## src/rtl/sr_flag_arbiter.sv

```systemverilog
`default_nettype none
// ============================================================================
// Module   : sr_flag_arbiter
// Purpose  : Shares one bank of NFLAG SR-style status flags between NREQ
//            requesters. A round-robin arbiter picks one requester per ARB
//            cycle; the following APPLY cycle writes the captured {S,R}
//            command into the flag bank and pulses gnt to the winner.
// Ports    : clk      - clock, rising edge
//            reset    - asynchronous active-high reset
//            req      - [NREQ]        per-requester request
//            req_sr   - [2*NREQ]      per-requester {S,R}, bits [2i+1:2i]
//            req_idx  - [IDX_W*NREQ]  per-requester flag index
//            gnt      - [NREQ]        one-hot one-cycle grant (APPLY cycle)
//            err      - illegal command ({1,1} or idx>=NFLAG), with gnt
//            Q / Qbar - [NFLAG]       flag bank and its inverse
//            busy     - high while in APPLY
// Options  : SR_FLAG_ARB_FIXED_PRIO_EN - fixed priority (lowest index wins)
//            instead of round-robin; no rotating pointer is built.
// Revision : 1.0 - initial release
// ============================================================================
module sr_flag_arbiter #(
  parameter int NREQ  = 4,
  parameter int NFLAG = 8,
  parameter int IDX_W = 3
) (
  input  logic                    clk,
  input  logic                    reset,
  input  logic [NREQ-1:0]         req,
  input  logic [2*NREQ-1:0]       req_sr,
  input  logic [IDX_W*NREQ-1:0]   req_idx,
  output logic [NREQ-1:0]         gnt,
  output logic                    err,
  output logic [NFLAG-1:0]        Q,
  output logic [NFLAG-1:0]        Qbar,
  output logic                    busy
);

  localparam int              WIN_W   = $clog2(NREQ);
  localparam logic [IDX_W:0]  NFLAG_C = (IDX_W+1)'(NFLAG);

  typedef enum logic {
    ST_ARB   = 1'b0,
    ST_APPLY = 1'b1
  } state_t;

  state_t             state_q;
  logic [NFLAG-1:0]   flags_q;
  logic [1:0]         sr_q;
  logic [IDX_W-1:0]   idx_q;
  logic [NREQ-1:0]    gnt_q;
  logic               err_q;
  logic               busy_q;

  logic [WIN_W-1:0]   win_d;
  logic [WIN_W-1:0]   cand;
  logic               found_d;
  logic [1:0]         sr_d;
  logic [IDX_W-1:0]   idx_d;
  logic               illegal_d;
  logic [NREQ-1:0]    gnt_d;

`ifndef SR_FLAG_ARB_FIXED_PRIO_EN
  localparam logic [WIN_W:0] NREQ_C = (WIN_W+1)'(NREQ);
  logic [WIN_W-1:0]   rr_ptr_q;
  logic [WIN_W-1:0]   win_q;
  logic [WIN_W:0]     sum;
`endif

  // Winner search: first requester with req high, scanning upward from the
  // start point (rr_ptr, or 0 for fixed priority) and wrapping at NREQ.
  always_comb begin
    win_d   = '0;
    found_d = 1'b0;
    cand    = '0;
`ifndef SR_FLAG_ARB_FIXED_PRIO_EN
    sum     = '0;
`endif
    for (int k = 0; k < NREQ; k++) begin
`ifdef SR_FLAG_ARB_FIXED_PRIO_EN
      cand = WIN_W'(k);
`else
      sum = {1'b0, rr_ptr_q} + (WIN_W+1)'(k);
      if (sum >= NREQ_C) sum = sum - NREQ_C;
      cand = sum[WIN_W-1:0];
`endif
      if (!found_d && req[cand]) begin
        found_d = 1'b1;
        win_d   = cand;
      end
    end
  end

  always_comb begin
    sr_d      = req_sr[2*int'(win_d) +: 2];
    idx_d     = req_idx[IDX_W*int'(win_d) +: IDX_W];
    // Legality is decided at capture so err can be registered alongside gnt.
    illegal_d = (sr_d == 2'b11) || ({1'b0, idx_d} >= NFLAG_C);
    gnt_d     = '0;
    gnt_d[win_d] = 1'b1;
  end

  always_ff @(posedge clk or posedge reset) begin
    if (reset) begin
      state_q  <= ST_ARB;
      flags_q  <= '0;
      sr_q     <= '0;
      idx_q    <= '0;
      gnt_q    <= '0;
      err_q    <= 1'b0;
      busy_q   <= 1'b0;
`ifndef SR_FLAG_ARB_FIXED_PRIO_EN
      rr_ptr_q <= '0;
      win_q    <= '0;
`endif
    end else begin
      case (state_q)
        ST_ARB: begin
          gnt_q  <= '0;
          err_q  <= 1'b0;
          busy_q <= 1'b0;
          if (|req) begin
            sr_q    <= sr_d;
            idx_q   <= idx_d;
            // gnt/err/busy are registered so they appear during APPLY.
            gnt_q   <= gnt_d;
            err_q   <= illegal_d;
            busy_q  <= 1'b1;
            state_q <= ST_APPLY;
`ifndef SR_FLAG_ARB_FIXED_PRIO_EN
            win_q   <= win_d;
`endif
          end
        end
        ST_APPLY: begin
          // err_q covers both {1,1} and an out-of-range index: no write.
          if (!err_q) begin
            case (sr_q)
              2'b10:   flags_q[idx_q] <= 1'b1;
              2'b01:   flags_q[idx_q] <= 1'b0;
              default: ;
            endcase
          end
`ifndef SR_FLAG_ARB_FIXED_PRIO_EN
          rr_ptr_q <= (win_q == WIN_W'(NREQ-1)) ? '0 : win_q + WIN_W'(1);
`endif
          gnt_q   <= '0;
          err_q   <= 1'b0;
          busy_q  <= 1'b0;
          state_q <= ST_ARB;
        end
        default: state_q <= ST_ARB;
      endcase
    end
  end

  assign gnt  = gnt_q;
  assign err  = err_q;
  assign busy = busy_q;
  assign Q    = flags_q;
  assign Qbar = ~flags_q;

endmodule
`default_nettype wire

```

## config.mk

```make
export PLATFORM = sky130hd
export DESIGN_NAME = sr_flag_arbiter
export DESIGN_NICKNAME = d
export VERILOG_FILES = /design/src/rtl/sr_flag_arbiter.sv
export SDC_FILE = /design/constraint.sdc
export NUM_CORES = 1
export LEC_CHECK = 0
export BUFFER_PORTS_ARGS = -buffer_cell sky130_fd_sc_hd__buf_2
export CORE_MARGIN = 5
export CORE_UTILIZATION = 40
export CTS_CLUSTER_DIAMETER = 100
export CTS_CLUSTER_SIZE = 10
export DETAILED_ROUTE_END_ITERATION = 10
export GPL_ROUTABILITY_DRIVEN = 0
export PLACE_DENSITY_LB_ADDON = 0.05
export SYNTH_ARGS = -nofsm -noshare
export SYNTH_HDL_FRONTEND = slang
export SYNTH_SLANG_ARGS = --single-unit
```

## constraint.sdc

```tcl
create_clock -name clk -period 2.18 [get_ports clk]
set_clock_uncertainty 0.05 [all_clocks]
set_input_delay 0.545 -clock clk [delete_from_list [all_inputs] [get_ports clk]]
set_output_delay 0.545 -clock clk [all_outputs]
set_load 0.1 [all_outputs]
```

==> impl_results.html, run 1 <==
<table>
<tr><th>Metric</th><th>Value</th></tr>
<tr><th colspan="2">Setup path</th></tr>
<tr><td>Crit Path Class</td><td>register to primary output</td></tr>
<tr><td>Endpoint class of the critical path</td><td>primary output</td></tr>
<tr><td>Beginning of the worst register-to-register path</td><td>rr_ptr_q[1]</td></tr>
<tr><td>Slowest stage delay, CP</td><td>approximately 470 ps</td></tr>
<tr><td>Sum of buffers and inverters on the critical path</td><td>1</td></tr>
<tr><td>Worst path slowest cell</td><td>dfrtp_1</td></tr>
<tr><td>Required time of the worst setup path</td><td>roughly 1600 ps</td></tr>
<tr><td>CP Cell Sequence</td><td>buf_2</td></tr>
<tr><td>Start point of the critical path</td><td>busy</td></tr>
<tr><td>Critical path fanouts, max</td><td>5</td></tr>
<tr><td>Startpoint types</td><td>register</td></tr>
<tr><td>Crit path DAT</td><td>1240 ps</td></tr>
<tr><td>Largest delay share family, worst path</td><td>flip-flops</td></tr>
<tr><th colspan="2">Detailed routing</th></tr>
<tr><td>Via count</td><td>approximately 1200</td></tr>
<tr><td>DRT antenna net count</td><td>0</td></tr>
<tr><td>Count of unresolved DRC violations after routing</td><td>0</td></tr>
<tr><td>Number of detailed-routing iterations run before antenna repair</td><td>4</td></tr>
<tr><td>Via density</td><td>5.013</td></tr>
<tr><td>Routed wire length per instance</td><td>about 13 µm</td></tr>
<tr><td>Number of DRC markers in iteration 0</td><td>23</td></tr>
<tr><td>Total length of routed wires</td><td>roughly 3 mm</td></tr>
<tr><th colspan="2">Finish</th></tr>
<tr><td>Syn-to-layout area delta</td><td>22.51%</td></tr>
<tr><td>Number of nets in the final layout</td><td>216</td></tr>
<tr><td>Diodes inserted</td><td>0</td></tr>
<tr><td>Final Core Density</td><td>a little over half</td></tr>
<tr><td>Final cell count without fillers</td><td>about 230</td></tr>
<tr><td>Number of filler instances in the final layout</td><td>314</td></tr>
<tr><td>Proportion of layout cells with a drive suffix above 1</td><td>33.69%</td></tr>
<tr><th colspan="2">Placed design</th></tr>
<tr><td>Final HPWL from detailed placement</td><td>approximately 2.4 mm</td></tr>
<tr><td>Placed Cells</td><td>~230</td></tr>
<tr><td>Port Buffers</td><td>47</td></tr>
<tr><td>Pre-CTS worst setup slack</td><td>approximately 270 ps</td></tr>
<tr><th colspan="2">Floorplanning</th></tr>
<tr><td>Standard cell core area</td><td>3103 µm²</td></tr>
<tr><td>Initial Utilization</td><td>between 40% and 50%</td></tr>
<tr><td>Std cell rows</td><td>20</td></tr>
<tr><td>I/O pin count</td><td>between 40 and 50</td></tr>
<tr><td>Width of the die</td><td>roughly 67 µm</td></tr>
<tr><td>Vertical extent of the die</td><td>a little under 70 µm</td></tr>
<tr><td>Die area</td><td>around 4500 µm²</td></tr>
<tr><th colspan="2">Logic synthesis</th></tr>
<tr><td>Synth Area in Compound Gates</td><td>between 20 and 25%</td></tr>
<tr><td>Yosys warning count</td><td>0</td></tr>
<tr><td>Simple-gate portion of the synthesized area</td><td>a little over a fifth</td></tr>
<tr><td>Proportion of synthesized chip area in sequential cells</td><td>between 40 and 50%</td></tr>
<tr><td>Synthesized area per cell</td><td>9.479 µm²</td></tr>
<tr><td>Adder-cell area share of the yosys netlist</td><td>around 1.9%</td></tr>
<tr><td>Xor and xnor area share after synthesis</td><td>0%</td></tr>
<tr><td>Net count after synthesis</td><td>167</td></tr>
<tr><td>Mux cell area share after synthesis</td><td>3.894%</td></tr>
<tr><td>Synthesized netlist cell count</td><td>about 140</td></tr>
<tr><td>Largest cells by area after synthesis</td><td>dfrtp_1, o211ai_1, o31ai_1</td></tr>
<tr><td>Mapped Area</td><td>approximately 1300 µm²</td></tr>
<tr><td>Main combinational cell family by area after synthesis</td><td>compound AO/OA/AOI/OAI gates</td></tr>
<tr><td>Post-synthesis cell type with the largest combined area</td><td>dfrtp_1</td></tr>
<tr><td>Area share of the leading cell type in the synthesized netlist</td><td>around 44%</td></tr>
<tr><td>Number of synthesized register bits</td><td>23</td></tr>
<tr><td>Number of library cell types mapped by synthesis</td><td>38</td></tr>
<tr><th colspan="2">STA</th></tr>
<tr><td>Pin slew with the least headroom to its limit</td><td>490.6 ps</td></tr>
<tr><td>Post-route minimum period</td><td>1838 ps</td></tr>
<tr><td>Final Worst Setup Slack</td><td>342.4 ps</td></tr>
<tr><td>Final-layout setup total negative slack</td><td>0 ps</td></tr>
<tr><td>Total setup violations reported at the end of the flow</td><td>0</td></tr>
<tr><td>Fmax achieved</td><td>between 500 and 600 MHz</td></tr>
<tr><td>Part of the cycle the worst path needs</td><td>a little over four fifths</td></tr>
<tr><td>Max-slew violation count</td><td>0</td></tr>
<tr><td>Unrepaired setup endpoints after global routing</td><td>no</td></tr>
<tr><td>Worst slew margin relative to its limit</td><td>between 60 and 70%</td></tr>
<tr><td>Final Hold Vio Count</td><td>0</td></tr>
<tr><th colspan="2">Global route</th></tr>
<tr><td>Pin count of the biggest net entering global routing</td><td>24</td></tr>
<tr><td>Initial antenna violation count</td><td>0</td></tr>
<tr><td>Vias in the first global route</td><td>1219</td></tr>
<tr><td>Wire length of the first global-routing pass</td><td>5.313 mm</td></tr>
<tr><td>Aggregate global-route resource usage</td><td>15.16%</td></tr>
<tr><td>Total congestion overflow after global routing</td><td>0</td></tr>
<tr><th colspan="2">Clock tree</th></tr>
<tr><td>Reg clk slew, reported paths</td><td>between 100 and 150 ps</td></tr>
<tr><td>Number of instances resized during post-cts repair</td><td>0</td></tr>
<tr><td>Clock tree from TritonCTS</td><td>done</td></tr>
<tr><td>Root buffer cell</td><td>clkbuf_4</td></tr>
<tr><td>TritonCTS buffer count</td><td>3</td></tr>
<tr><td>Buffer levels on the longest clock path</td><td>2</td></tr>
<tr><td>H-tree depth</td><td>1</td></tr>
<tr><td>Post-CTS Repair Setup Buffers</td><td>0</td></tr>
<tr><td>Post-cts hold buffer count</td><td>0</td></tr>
<tr><td>Worst-skew pair later-pin latency</td><td>300 ps</td></tr>
<tr><td>Clock Sinks</td><td>23</td></tr>
<tr><th colspan="2">Outcome</th></tr>
<tr><td>Status</td><td>finished, final reports clean</td></tr>
<tr><th colspan="2">Worst hold path</th></tr>
<tr><td>Min-delay worst type</td><td>primary input to asynchronous set/reset pin</td></tr>
<tr><th colspan="2">Run</th></tr>
<tr><td>Maxcap violations</td><td>0</td></tr>
</table>
[per-stage QoR]
step / hold slack, ps / area [µm²]
final: 195.3 / 1614
after global routing: 195.2 / 1614
after CTS: 194.6 / 1614
after detailed placement: 433.2 / 1587
after global placement: 419.8 / 1587
after floorplan: 401.1 / 1318
[worst paths after layout]
| kind | endpoint | slack [ps] | depth (start not counted) |
|---|---|---|---|
| max | busy | 340 | 1 |
| min | asynchronous set/reset pin | 200 | 3 |
| max reg2reg | err | 430 | 5 |
| min reg2reg | rr_ptr_q[0] | 440 | 1 |
| max in group asynchronous | asynchronous set/reset pin | 1660 | 3 |
| min in group clk | rr_ptr_q[0] | 440 | 1 |
[Yosys cell counts (all sizes together)]
| library cell | number |
|---|---|
| and3 | 1 |
| nand2b | 3 |
| dfrtp | 23 |
| nor3 | 4 |
| mux2i | 4 |
| buf | 5 |
| o211ai | 7 |
| a22oi | 1 |
| and2 | 2 |
| a211o | 5 |
| nor2b | 4 |
| ha | 2 |
| o21ai | 5 |
| nor4 | 2 |
| o211a | 1 |
| or2 | 2 |
| mux2 | 1 |
| o31ai | 7 |
| a21o | 2 |
| nor2 | 9 |
| o21ba | 1 |
| nand4 | 5 |
| a21boi | 1 |
| inv | 13 |
| nor3b | 1 |
| a31oi | 3 |
| o21bai | 1 |
| nand2 | 13 |
| a21oi | 7 |
| nand3 | 4 |
[metal layers]
metal / share of wire (%) / global-route usage [%] / vias up
met3: 6.2 / 1.830 / 2
met1: 43 / 18.34 / 526
li1: - / - / 599
met2: 50 / 26.87 / 31
met4: 0.93 / 6.582 / 0
met5: 0 / 0 / -
[layout make-up]
| type | instances | area, µm² | share of cell area [%] |
|---|---|---|---|
| Clock inverter | 1 | 5.005 | 0.3101 |
| Inverter | 13 | 48.80 | 3.023 |
| Clock buffer | 3 | 22.52 | 1.395 |
| Sequential cell | 23 | 575.6 | 35.66 |
| Multi-Input combinational cell | 98 | 656.9 | 40.70 |
| Timing Repair Buffer | 49 | 250.2 | 15.50 |
| Tap cell | 44 | 55.05 | 3.411 |
[worst min-delay path, delay by kind of cell]
kind                   cells  cell delay, ps
buffers and inverters      3             400
[kinds of logic after synthesis]
| group | Yosys count |
|---|---|
| AOI/OAI and AO/OA | 41 |
| muxes | 5 |
| adders and majority gates | 2 |
| and+or+nand+nor | 50 |
| buffers and inverters | 18 |
| DFF | 23 |
[cell usage in the layout, fill, tap and decap left out, types with 4 or more instances in the layout]
master | synthesis | layout
a211o_1 | 5 | 5
a21oi_1 | 6 | 6
buf_2 | 2 | 47
dfrtp_1 | 23 | 23
inv_1 | 12 | 12
mux2i_1 | 4 | 4
nand2_1 | 13 | 13
nand4_1 | 5 | 5
nor2_1 | 7 | 7
nor2b_1 | 4 | 4
nor3_1 | 4 | 4
o211ai_1 | 7 | 7
o21ai_0 | 4 | 4
o31ai_1 | 7 | 7
Power of run 1 is left out: the tool's default activity adds up to more than one toggle a clock period on the data nets, which glitch-free logic cannot reach.
==> run 2, diff against run 1 <==
==> constraint.sdc (replaced) <==
create_clock -name clk -period 1.6 [get_ports clk]
set_clock_uncertainty 0.05 [all_clocks]
set_input_delay 0.4 -clock clk [delete_from_list [all_inputs] [get_ports clk]]
set_output_delay 0.4 -clock clk [all_outputs]
set_load 0.1 [all_outputs]
==> run 2 against run 1 <==
Compared with the run above:
- the flow now finishes with violations (negative setup slack)
- hold slack got worse by 130 ps
- global-route usage grew 0.80 points
- register-to-register slack worse by 430 ps
- largest cell class unchanged
- sequential cell count unchanged
- final area rose by 33%
- highest routed layer unchanged
- wire length up 19%
- die area did not move
==> impl_results.html, run 2 (same netlist as run 1, synthesis figures left out) <==
<table>
<tr><th>Metric</th><th>Value</th></tr>
<tr><th colspan="2">Outcome</th></tr>
<tr><td>Status</td><td>finished, violations left</td></tr>
<tr><td>Failing checks</td><td>negative setup slack</td></tr>
<tr><th colspan="2">Detailed routing</th></tr>
<tr><td>Via density</td><td>roughly 5</td></tr>
<tr><td>Routed wire length per instance</td><td>between 10 and 15 µm</td></tr>
<tr><td>Via count</td><td>approximately 1300</td></tr>
<tr><td>Number of detailed-routing iterations run before antenna repair</td><td>4</td></tr>
<tr><td>DRT antenna net count</td><td>0</td></tr>
<tr><td>Number of DRC markers in iteration 0</td><td>14</td></tr>
<tr><td>Total length of routed wires</td><td>between 3 and 4 mm</td></tr>
<tr><td>Count of unresolved DRC violations after routing</td><td>0</td></tr>
<tr><th colspan="2">Setup path</th></tr>
<tr><td>Required time of the worst setup path</td><td>1740 ps</td></tr>
<tr><td>Startpoint types</td><td>register</td></tr>
<tr><td>Endpoint class of the critical path</td><td>register</td></tr>
<tr><td>Crit Path Class</td><td>register to register</td></tr>
<tr><td>Critical path fanouts, max</td><td>6</td></tr>
<tr><td>Count of cells along the worst register-to-register path</td><td>6</td></tr>
<tr><td>Crit path DAT</td><td>around 1700 ps</td></tr>
<tr><td>Reg-to-reg slack, setup</td><td>-2 ps</td></tr>
<tr><td>Beginning of the worst register-to-register path</td><td>rr_ptr_q[1]</td></tr>
<tr><td>Reg-to-reg critical path endpoint</td><td>idx_q[1]</td></tr>
<tr><th colspan="2">Finish</th></tr>
<tr><td>Diodes inserted</td><td>0</td></tr>
<tr><td>Proportion of layout cells with a drive suffix above 1</td><td>a little over half</td></tr>
<tr><td>Number of nets in the final layout</td><td>235</td></tr>
<tr><td>Syn-to-layout area delta</td><td>63.34%</td></tr>
<tr><td>Final design instance area without fill</td><td>roughly 2200 µm²</td></tr>
<tr><td>Commonest cells after routing, fill and taps aside</td><td>buf_2, buf_12, buf_4, nand2_1, dfrtp_1</td></tr>
<tr><td>Most common cell after layout, fill and taps aside</td><td>buf_2</td></tr>
<tr><td>Number of filler instances in the final layout</td><td>between 200 and 250</td></tr>
<tr><th colspan="2">Placed design</th></tr>
<tr><td>Final HPWL from detailed placement</td><td>2.772 mm</td></tr>
<tr><td>Post-DP Area</td><td>2034 µm²</td></tr>
<tr><td>Port Buffers</td><td>47</td></tr>
<tr><td>Pre-CTS worst setup slack</td><td>-99.03 ps</td></tr>
<tr><th colspan="2">STA</th></tr>
<tr><td>Post-route minimum period</td><td>1602 ps</td></tr>
<tr><td>Unrepaired setup endpoints after global routing</td><td>yes</td></tr>
<tr><td>Fmax achieved</td><td>approximately 620 MHz</td></tr>
<tr><td>Part of the cycle the worst path needs</td><td>100.2%</td></tr>
<tr><td>Max-slew violation count</td><td>0</td></tr>
<tr><td>Final Hold Vio Count</td><td>0</td></tr>
<tr><td>Total setup violations reported at the end of the flow</td><td>1</td></tr>
<tr><td>Worst slew margin relative to its limit</td><td>approximately two thirds</td></tr>
<tr><td>Final Worst Setup Slack</td><td>-2.423 ps</td></tr>
<tr><td>Pin slew with the least headroom to its limit</td><td>490.1 ps</td></tr>
<tr><th colspan="2">Floorplanning</th></tr>
<tr><td>Initial Utilization</td><td>between 40% and 50%</td></tr>
<tr><td>I/O pin count</td><td>48</td></tr>
<tr><td>Std cell rows</td><td>20</td></tr>
<tr><td>Width of the die</td><td>67.39 µm</td></tr>
<tr><td>Vertical extent of the die</td><td>67.39 µm</td></tr>
<tr><td>Die area</td><td>roughly 4500 µm²</td></tr>
<tr><td>Standard cell core area</td><td>between 3000 and 4000 µm²</td></tr>
<tr><th colspan="2">Clock tree</th></tr>
<tr><td>Reg clk slew, reported paths</td><td>between 100 and 150 ps</td></tr>
<tr><td>H-tree depth</td><td>1</td></tr>
<tr><td>Root buffer cell</td><td>clkbuf_4</td></tr>
<tr><td>Post-cts hold buffer count</td><td>0</td></tr>
<tr><td>Buffer levels on the longest clock path</td><td>2</td></tr>
<tr><td>Clock tree from TritonCTS</td><td>done</td></tr>
<tr><td>Clock Sinks</td><td>23</td></tr>
<tr><td>TritonCTS buffer count</td><td>3</td></tr>
<tr><td>Worst-skew pair later-pin latency</td><td>around 300 ps</td></tr>
<tr><th colspan="2">Worst hold path</th></tr>
<tr><td>Min-delay worst type</td><td>primary input to asynchronous set/reset pin</td></tr>
<tr><th colspan="2">Global route</th></tr>
<tr><td>Pin count of the biggest net entering global routing</td><td>24</td></tr>
<tr><td>Wire length of the first global-routing pass</td><td>between 5 and 6 mm</td></tr>
<tr><td>Vias in the first global route</td><td>roughly 1300</td></tr>
<tr><td>Initial antenna violation count</td><td>0</td></tr>
<tr><td>Aggregate global-route resource usage</td><td>between 10% and 20%</td></tr>
<tr><td>Total congestion overflow after global routing</td><td>0</td></tr>
<tr><th colspan="2">Run</th></tr>
<tr><td>Maxcap violations</td><td>0</td></tr>
</table>
## run 2: cell types whose count changed in the layout (fill, tap and decap cells not counted), moves of 2 or more
cell / before / now
buf_12: 0 / 18
buf_2: 47 / 29
buf_4: 2 / 17
buf_6: 0 / 4
clkinvlp_4: 0 / 8
dfrtp_1: 23 / 12
dfrtp_2: 0 / 2
dfrtp_4: 0 / 9
inv_1: 12 / 3
## run 2: metal layers
layer	vias to the layer above	part of all wire [%]	global-route usage (%)
met4	0	1.6	6.329
met3	4	4.2	0.8319
li1	631	-	-
met2	49	55	31.41
met5	-	0	0
met1	600	39	17.62
## run 2: how the worst max path moves through the flow
stage	endpoint	startpoint	cells past startpoint	slack, ps
after floorplan	err	busy	4	10
after global placement	sr_q[0]	req[2]	7	-30
after detailed placement	idx_q[1]	req[0]	6	-100
after CTS	idx_q[0]	rr_ptr_q[1]	6	-30
after global routing	idx_q[0]	rr_ptr_q[1]	6	-110
final	idx_q[1]	rr_ptr_q[1]	6	-2
## run 2: through the flow
stage / utilization, % / setup TNS [ps] / hold WS (ps) / cells
6_report: 69.35 / -2.423 / 67.24 / 250
5_1_grt: 69.35 / -617.2 / 76.54 / 250
4_1_cts: 67.74 / -117.9 / 70.37 / 249
3_5_place_dp: 65.56 / -490.8 / 411.3 / 242
3_3_place_gp: 65.56 / -84.97 / 391.0 / 242
2_1_floorplan: - / 0 / 352.0 / 139
## run 2: layout make-up
class	instances	area, µm²	share of cell area, %
Tap cell	44	55.05	2.558
Sequential cell	23	611.8	28.43
Inverter	13	78.83	3.663
Timing Repair Buffer	68	678.2	31.51
Multi-Input combinational cell	98	701.9	32.62
Clock buffer	4	26.28	1.221
## run 2: worst max-delay path: stages, from the launching register on
cell and delay, ps:
dfrtp_2 470, nand2b_1 190, a21o_1 210, buf_4 150
nand3_4 120, mux2i_1 200, o211ai_1 100
## run 2: repair_timing
item	CTS	global route
setup buffers	3	1
pin swaps	3	9
setup endpoints to repair	6	14
gates resized for setup	9	10
Power of run 2 is left out for the same reason.
